**config.mk**
```make
export PLATFORM = sky130hd
export DESIGN_NAME = pll_reconfig_ctrl_flat
export DESIGN_NICKNAME = d
export VERILOG_FILES = /design/src/rtl/pll_reconfig_ctrl_if.sv /design/src/rtl/pll_reconfig_ctrl.sv /design/src/flat_wrapper.sv
export SDC_FILE = /design/constraint.sdc
export NUM_CORES = 1
export LEC_CHECK = 0
export ABC_AREA = 1
export ABC_CLOCK_PERIOD_IN_PS = 2800
export CORE_MARGIN = 5
export CORE_UTILIZATION = 46
export CTS_CLUSTER_SIZE = 16
export DETAILED_ROUTE_END_ITERATION = 8
export DONT_BUFFER_PORTS = 1
export SLEW_MARGIN = 20
export SYNTH_ARGS = -nofsm -noshare
export SYNTH_HDL_FRONTEND = slang
export SYNTH_SLANG_ARGS = --single-unit
```
**constraint.sdc**
```tcl
create_clock -name clk -period 2.8 [get_ports clk]
set_input_delay 0.28 -clock clk [delete_from_list [all_inputs] [get_ports clk]]
set_output_delay 0.28 -clock clk [all_outputs]
set_load 0.05 [all_outputs]
```
**src/rtl/pll_reconfig_ctrl_if.sv**
```systemverilog
// APB write port between the reconfiguration controller (master) and the PLL
// register block (slave).
interface pll_reconfig_ctrl_if;
    logic        apb_rst_n;
    logic        apb_sel;
    logic        apb_en;
    logic        apb_write;
    logic [4:0]  apb_addr;
    logic [15:0] apb_wdata;
    logic        apb_ready;

    modport master (
        output apb_rst_n, apb_sel, apb_en, apb_write, apb_addr, apb_wdata,
        input  apb_ready
    );

    modport slave (
        input  apb_rst_n, apb_sel, apb_en, apb_write, apb_addr, apb_wdata,
        output apb_ready
    );
endinterface

```
**src/rtl/pll_reconfig_ctrl.sv**
```systemverilog
// PLL reconfiguration sequencer: holds the PLL in reset, writes NUM_WR
// registers over APB, releases reset and waits for lock, with timeouts.
//
// state       | meaning
// ------------+-----------------------------------------------------------
// S_IDLE      | waiting for cfg_start; watches for loss of lock
// S_PRE_RST   | pll_rst held for RST_HOLD cycles before the first write
// S_SETUP     | APB setup phase for entry idx_q
// S_ACCESS    | APB access phase, waiting for apb_ready (APB_TIMEOUT bound)
// S_RELEASE   | one cycle with pll_rst dropped, lock timer armed
// S_WAIT_LOCK | waiting for synchronized lock (LOCK_TIMEOUT bound)
module pll_reconfig_ctrl #(
    parameter int NUM_WR       = 4,
    parameter int RST_HOLD     = 16,
    parameter int LOCK_TIMEOUT = 65535,
    parameter int APB_TIMEOUT  = 255
) (
    input  logic                   clk,
    input  logic                   rst,
    input  logic                   cfg_start,
    input  logic [5*NUM_WR-1:0]    cfg_addr,
    input  logic [16*NUM_WR-1:0]   cfg_data,
    output logic                   cfg_busy,
    output logic                   cfg_done,
    output logic                   cfg_err,
    output logic [1:0]             err_code,
    output logic                   pll_rst,
    input  logic                   pll_lock,
    output logic                   locked,
    output logic                   lock_lost,
    pll_reconfig_ctrl_if.master    apb
);

    localparam int T_A   = (LOCK_TIMEOUT > APB_TIMEOUT) ? LOCK_TIMEOUT : APB_TIMEOUT;
    localparam int T_MAX = (T_A > RST_HOLD) ? T_A : RST_HOLD;
    localparam int CNT_W = $clog2(T_MAX + 1);
    localparam int IDX_W = (NUM_WR > 1) ? $clog2(NUM_WR) : 1;

    typedef enum logic [2:0] {
        S_IDLE, S_PRE_RST, S_SETUP, S_ACCESS, S_RELEASE, S_WAIT_LOCK
    } state_t;

    state_t               state_q, state_d;
    logic [CNT_W-1:0]     cnt_q, cnt_d;
    logic [IDX_W-1:0]     idx_q, idx_d;
    logic [5*NUM_WR-1:0]  addr_q;
    logic [16*NUM_WR-1:0] data_q;
    logic [1:0]           err_code_q, err_code_d;
    logic                 done_q, done_d, err_q, err_d;
    logic                 capture;
    logic                 sync1_q, lock_s, lock_d;
    logic                 lock_lost_q, lock_lost_d;
    logic                 apb_rst_n_q;

    always_ff @(posedge clk) begin
        if (rst) begin
            state_q     <= S_IDLE;
            cnt_q       <= '0;
            idx_q       <= '0;
            addr_q      <= '0;
            data_q      <= '0;
            err_code_q  <= 2'b00;
            done_q      <= 1'b0;
            err_q       <= 1'b0;
            sync1_q     <= 1'b0;
            lock_s      <= 1'b0;
            lock_d      <= 1'b0;
            lock_lost_q <= 1'b0;
            apb_rst_n_q <= 1'b0;
        end else begin
            state_q     <= state_d;
            cnt_q       <= cnt_d;
            idx_q       <= idx_d;
            err_code_q  <= err_code_d;
            done_q      <= done_d;
            err_q       <= err_d;
            sync1_q     <= pll_lock;
            lock_s      <= sync1_q;
            lock_d      <= lock_s;
            lock_lost_q <= lock_lost_d;
            apb_rst_n_q <= 1'b1;
            if (capture) begin
                addr_q <= cfg_addr;
                data_q <= cfg_data;
            end
        end
    end

    always_comb begin
        state_d    = state_q;
        cnt_d      = cnt_q;
        idx_d      = idx_q;
        err_code_d = err_code_q;
        done_d     = 1'b0;
        err_d      = 1'b0;
        capture    = 1'b0;
        case (state_q)
            S_IDLE: begin
                if (cfg_start) begin
                    capture    = 1'b1;
                    idx_d      = '0;
                    err_code_d = 2'b00;
                    cnt_d      = CNT_W'(RST_HOLD - 1);
                    state_d    = S_PRE_RST;
                end
            end
            S_PRE_RST: begin
                if (cnt_q == '0) state_d = S_SETUP;
                else             cnt_d   = cnt_q - 1'b1;
            end
            S_SETUP: begin
                cnt_d   = CNT_W'(APB_TIMEOUT - 1);
                state_d = S_ACCESS;
            end
            S_ACCESS: begin
                if (apb.apb_ready) begin
                    if (int'(idx_q) == NUM_WR - 1) begin
                        state_d = S_RELEASE;
                    end else begin
                        idx_d   = idx_q + 1'b1;
                        state_d = S_SETUP;
                    end
                end else if (cnt_q == '0) begin
                    err_code_d = 2'b01;
                    err_d      = 1'b1;
                    state_d    = S_IDLE;
                end else begin
                    cnt_d = cnt_q - 1'b1;
                end
            end
            S_RELEASE: begin
                cnt_d   = CNT_W'(LOCK_TIMEOUT - 1);
                state_d = S_WAIT_LOCK;
            end
            S_WAIT_LOCK: begin
                if (lock_s) begin
                    done_d  = 1'b1;
                    state_d = S_IDLE;
                end else if (cnt_q == '0) begin
                    err_code_d = 2'b10;
                    err_d      = 1'b1;
                    state_d    = S_IDLE;
                end else begin
                    cnt_d = cnt_q - 1'b1;
                end
            end
            default: state_d = S_IDLE;
        endcase
    end

    // Lock loss is only meaningful while idle; during reconfiguration it is expected.
    assign lock_lost_d = (state_q == S_IDLE) && !cfg_start && lock_d && !lock_s;

    logic apb_active;
    assign apb_active = (state_q == S_SETUP) || (state_q == S_ACCESS);

    assign cfg_busy      = (state_q != S_IDLE);
    assign cfg_done      = done_q;
    assign cfg_err       = err_q;
    assign err_code      = err_code_q;
    assign pll_rst       = (state_q == S_PRE_RST) || apb_active;
    assign locked        = lock_s;
    assign lock_lost     = lock_lost_q;
    assign apb.apb_rst_n = apb_rst_n_q;
    assign apb.apb_sel   = apb_active;
    assign apb.apb_en    = (state_q == S_ACCESS);
    assign apb.apb_write = apb_active;
    assign apb.apb_addr  = apb_active ? addr_q[int'(idx_q)*5 +: 5] : 5'd0;
    assign apb.apb_wdata = apb_active ? data_q[int'(idx_q)*16 +: 16] : 16'd0;

endmodule

```
**src/flat_wrapper.sv**
```systemverilog
// flat-port wrapper written by rule: the top's interface ports become plain ports
module pll_reconfig_ctrl_flat 
#(
    parameter int NUM_WR       = 4,
    parameter int RST_HOLD     = 16,
    parameter int LOCK_TIMEOUT = 65535,
    parameter int APB_TIMEOUT  = 255
)
  (clk, rst, cfg_start, cfg_addr, cfg_data, cfg_busy, cfg_done, cfg_err, err_code, pll_rst, pll_lock, locked, lock_lost, apb_apb_rst_n, apb_apb_sel, apb_apb_en, apb_apb_write, apb_apb_addr, apb_apb_wdata, apb_apb_ready);
  pll_reconfig_ctrl_if apb_i ();
  input  logic clk;
  input  logic rst;
  input  logic cfg_start;
  input  logic [5*NUM_WR-1:0] cfg_addr;
  input  logic [16*NUM_WR-1:0] cfg_data;
  output logic cfg_busy;
  output logic cfg_done;
  output logic cfg_err;
  output logic [1:0] err_code;
  output logic pll_rst;
  input  logic pll_lock;
  output logic locked;
  output logic lock_lost;
  output wire logic [$bits(apb_i.apb_rst_n)-1:0] apb_apb_rst_n;
  output wire logic [$bits(apb_i.apb_sel)-1:0] apb_apb_sel;
  output wire logic [$bits(apb_i.apb_en)-1:0] apb_apb_en;
  output wire logic [$bits(apb_i.apb_write)-1:0] apb_apb_write;
  output wire logic [$bits(apb_i.apb_addr)-1:0] apb_apb_addr;
  output wire logic [$bits(apb_i.apb_wdata)-1:0] apb_apb_wdata;
  input wire logic [$bits(apb_i.apb_ready)-1:0] apb_apb_ready;
  assign apb_apb_rst_n = apb_i.apb_rst_n;
  assign apb_apb_sel = apb_i.apb_sel;
  assign apb_apb_en = apb_i.apb_en;
  assign apb_apb_write = apb_i.apb_write;
  assign apb_apb_addr = apb_i.apb_addr;
  assign apb_apb_wdata = apb_i.apb_wdata;
  assign apb_i.apb_ready = apb_apb_ready;
  pll_reconfig_ctrl #(.NUM_WR(NUM_WR), .RST_HOLD(RST_HOLD), .LOCK_TIMEOUT(LOCK_TIMEOUT), .APB_TIMEOUT(APB_TIMEOUT)) u_core (.clk(clk), .rst(rst), .cfg_start(cfg_start), .cfg_addr(cfg_addr), .cfg_data(cfg_data), .cfg_busy(cfg_busy), .cfg_done(cfg_done), .cfg_err(cfg_err), .err_code(err_code), .pll_rst(pll_rst), .pll_lock(pll_lock), .locked(locked), .lock_lost(lock_lost), .apb(apb_i));
endmodule
```
==> impl_summary.log <==
[metrics] Residual DRC: 0
[metrics] CP endpoint kind: output pin
[metrics] leading cell types by total area after synthesis: sky130_fd_sc_hd__dfxtp_1 (43%), sky130_fd_sc_hd__a21oi_1 (15%), sky130_fd_sc_hd__nand2_1 (9.5%)
[metrics] initial antenna violation count: 1
[metrics] WS Path Type: flop to output pin
[metrics] Max Clock Freq: around 420 MHz
[metrics] number of flops mapped to enable cells by yosys: 0
[metrics] startpoint of the most critical setup path: u_core.idx_q[1]$_SDFFE_PP0P_
[metrics] Die ar.: around 14000 µm²
[metrics] Area growth syn-to-layout: 15.7%
[metrics] number of distinct library cell variants in the gate-level netlist after synthesis: 32
[metrics] post-route insts no fill: about 920
[metrics] worst IR drop on VDD: approximately 470 µV
[metrics] via count of the first global-routing pass: 4807
[metrics] Core Region: approximately 11000 µm²
[metrics] post-synth net total: between 800 and 900
[metrics] area fraction of the dominant cell type after synthesis: 0.427
[metrics] Hold/Removal Path Class: input pin to flop
[metrics] final instance area: between 6000 and 7000 µm²
[metrics] per-cell routed wire length: ~17 µm
[metrics] clock insertion delay at the later pin of the skew report: approximately 400 ps
[metrics] Worst Path Arrival: 2090 ps
[metrics] most numerous cell in the Yosys netlist: sky130_fd_sc_hd__a21oi_1
[metrics] minimum period implied by the final worst setup slack: 2370 ps
[metrics] sum of negative setup slack: 0 ps
[metrics] Max Cap Viol: 0
[metrics] Post-CTS Repair Setup Buffers: 0
[metrics] list of most frequent post-synthesis cells: sky130_fd_sc_hd__a21oi_1 (163), sky130_fd_sc_hd__nand2_1 (135), sky130_fd_sc_hd__dfxtp_1 (114), sky130_fd_sc_hd__o21ai_0 (89), sky130_fd_sc_hd__inv_1 (69)
[metrics] sequential standard cell area: around 2300 µm²
[metrics] worst hold stages: 2
[metrics] Final period util: 0.846
[metrics] startpoint of the tightest hold check path: cfg_data[7]
[metrics] status: completed
[metrics] number of endpoints failing setup at the final stage: 0
[metrics] Routability Congestion: between 0.8 and 0.9
[metrics] multi-input logic area: 2550 µm²
[metrics] IO Port Bufs: 0
[metrics] maximum number of pins on one net before global-route repair: 69
[metrics] wire length of the first global-routing pass: ~25000 µm
[metrics] endpoint required time on the critical path: about 2500 ps
[metrics] worst reg2reg path depth: 9
[metrics] Cell Area, Placed: approximately 5500 µm²
[metrics] clock tree buffer depth: 2
[metrics] Core Rows: 39
[metrics] pin slew with the least headroom to its limit: 863 ps
[metrics] share of post-route cells with drive strength above 1: 0.115
[metrics] mean instance size in the synthesized netlist: 6.95 µm²
[metrics] deepest level of the CTS H-tree: 4
[metrics] termination of the worst setup path: apb_apb_addr[0]
[metrics] GRT Overall Usage: 0.222
[metrics] Total Routed Length: approximately 15000 µm
[metrics] Antenna Diode Count: 0
[metrics] die width: ~120 µm
[metrics] Clock Sinks: approximately 110
[metrics] Power Density: around 820 nW/µm²
[metrics] Worst R2R Start: u_core.state_q[0]$_SDFFE_PP0P_
[metrics] warning count from the yosys run: 0
[metrics] cell count after placement: roughly 890
[metrics] Filler cells: ~1100
[metrics] final setup skew: approximately 6.0 ps
[metrics] post-route antenna net violation count: 0
[metrics] capture point of the worst reg-to-reg path: u_core.err_code[1]$_SDFFE_PP0P_
[metrics] Top FF cell, synth: sky130_fd_sc_hd__dfxtp_1
[metrics] Final #Nets: between 800 and 900
[metrics] number of CTS-inserted buffers: 17
[metrics] total of hold buffers inserted after clock tree synthesis: 2
[metrics] total of flip-flops plus latches after synthesis: roughly 110
[metrics] unrepaired setup endpoints after global routing: false
[metrics] drt first pass iters: 6
[metrics] critical path fanouts, max: 21
[metrics] die outline height: between 100 and 150 µm
[metrics] total power: roughly 0.005 W
[metrics] Leak Pwr: ~2.4 nW
[metrics] post-cts sizing count: 0
[metrics] per-cell via count in the routed design: between 5 and 6
[metrics] worst setup slack for register-to-register paths: 770 ps
[metrics] clock tree root buffer cell: sky130_fd_sc_hd__clkbuf_16
[metrics] initial core utilization: 0.468
[metrics] clock-pin slew on the worst setup and hold paths: around 50 ps
[metrics] total number of vias: 5080
[metrics] final hold viol count: 0
[metrics] number of top-level pins: 122
[metrics] overflow left after global routing: 0
[metrics] fraction of synthesis flops using an asynchronous set or reset pin: 0
[metrics] top cell type by total area after synthesis: sky130_fd_sc_hd__dfxtp_1
[metrics] placed wire-length estimate: ~11000 µm
[metrics] worst-case headroom to the max-slew limit: 0.424
[metrics] post-synthesis instance area: ~5300 µm²
[metrics] sequential share of the synthesized area: 0.427
[metrics] critical path launch point type: flop
[metrics] clock tree from TritonCTS: built
[metrics] number of violations reported at the end of detailed-routing iteration 0: 322
[metrics] Syn Inst Count: 768
[metrics] max-slew violation total from the final report: 0
## worst min-delay path by stage
stage                                          end
floorplan                u_core.sync1_q$_SDFF_PP0_
global placement     u_core.cnt_q[12]$_SDFFE_PP0P_
detailed placement   u_core.cnt_q[12]$_SDFFE_PP0P_
CTS                 u_core.data_q[48]$_SDFFE_PP0P_
global route        u_core.data_q[48]$_SDFFE_PP0P_
finish               u_core.data_q[7]$_SDFFE_PP0P_
## final cells by class
class                           instances  share of cell area
Inverter                               76              0.0462
Sequential cell                       114               0.369
Clock buffer                           20              0.0739
Multi-Input combinational cell        525               0.413
Timing Repair Buffer                   33              0.0458
Clock inverter                         12              0.0223
Tap cell                              143              0.0290
## placed cells by master (no fill, tap or decap), types with 2 or more instances in the layout
cell type                   Yosys  routed
sky130_fd_sc_hd__a21oi_1      163     163
sky130_fd_sc_hd__nand2_1      135     135
sky130_fd_sc_hd__dfxtp_1      114     114
sky130_fd_sc_hd__o21ai_0       89      89
sky130_fd_sc_hd__inv_1         69      69
sky130_fd_sc_hd__nand3_1       67      67
sky130_fd_sc_hd__nor2_1        34      34
sky130_fd_sc_hd__buf_4          2      30
sky130_fd_sc_hd__clkbuf_16      0      17
sky130_fd_sc_hd__clkinv_2       0       8
sky130_fd_sc_hd__a21oi_2        6       6
sky130_fd_sc_hd__inv_2          5       5
sky130_fd_sc_hd__nor2_4         4       4
sky130_fd_sc_hd__o211ai_1       4       4
sky130_fd_sc_hd__nand2_2        4       3
sky130_fd_sc_hd__ha_1           3       3
sky130_fd_sc_hd__bufinv_16      0       3
sky130_fd_sc_hd__clkinv_1       2       2
sky130_fd_sc_hd__nand2_4        1       2
sky130_fd_sc_hd__nor2_2         2       2
sky130_fd_sc_hd__o21bai_1       2       2
sky130_fd_sc_hd__or2_2          2       2
sky130_fd_sc_hd__clkbuf_8       0       2
## layer usage
layer / part of all wire / GRT usage / wire length (µm)
met2: 0.47 / 0.351 / 7160
met1: 0.43 / 0.281 / 6620
met4: 0.023 / 0.0910 / 354
met5: 0.0013 / 0 / 20
met3: 0.077 / 0.0706 / 1190
## registers in the layout, summed over array words and instances (netlist names), 2 cells and up
name / flops
u_core.err_code: 2
u_core.state_q: 3
u_core.data_q: 64
u_core.addr_q: 20
u_core.cnt_q: 16
u_core.idx_q: 2
## cell families after synthesis
group | count (synthesis) | share of synthesized area
AO/OA/AOI/OAI | 265 | 0.256
adder cells (fa/ha/maj) | 3 | 0.00703
AND/OR/NAND/NOR | 255 | 0.211
XOR/XNOR | 2 | 0.00328
buffers and inverters | 129 | 0.0954
flip-flops | 114 | 0.427
## stage by stage
stage	hold slack, ps	setup WS (ps)	util
after global routing	28.2	252	0.541
after floorplan	387	663	-
final	32.8	433	0.541
after CTS	20.4	417	0.541
after detailed placement	354	799	0.486
after global placement	352	827	0.486
## worst max-delay path: stages, from the launching register on
cell,delay [ps]
sky130_fd_sc_hd__dfxtp_1,500
sky130_fd_sc_hd__inv_1,400
sky130_fd_sc_hd__a21oi_1,230
sky130_fd_sc_hd__o21ai_0,130
sky130_fd_sc_hd__a21oi_1,190
sky130_fd_sc_hd__buf_4,230
## where the power goes
part | switching (W) | internal (W) | total [W] | leakage, nW
clock | 0.000734 | 0.00143 | 0.00216 | 0.299
combinational | 0.000700 | 0.000304 | 0.00100 | 1.19
sequential | 0.000101 | 0.00180 | 0.00190 | 0.937
Note: power is estimated with default switching activity, not from simulation.
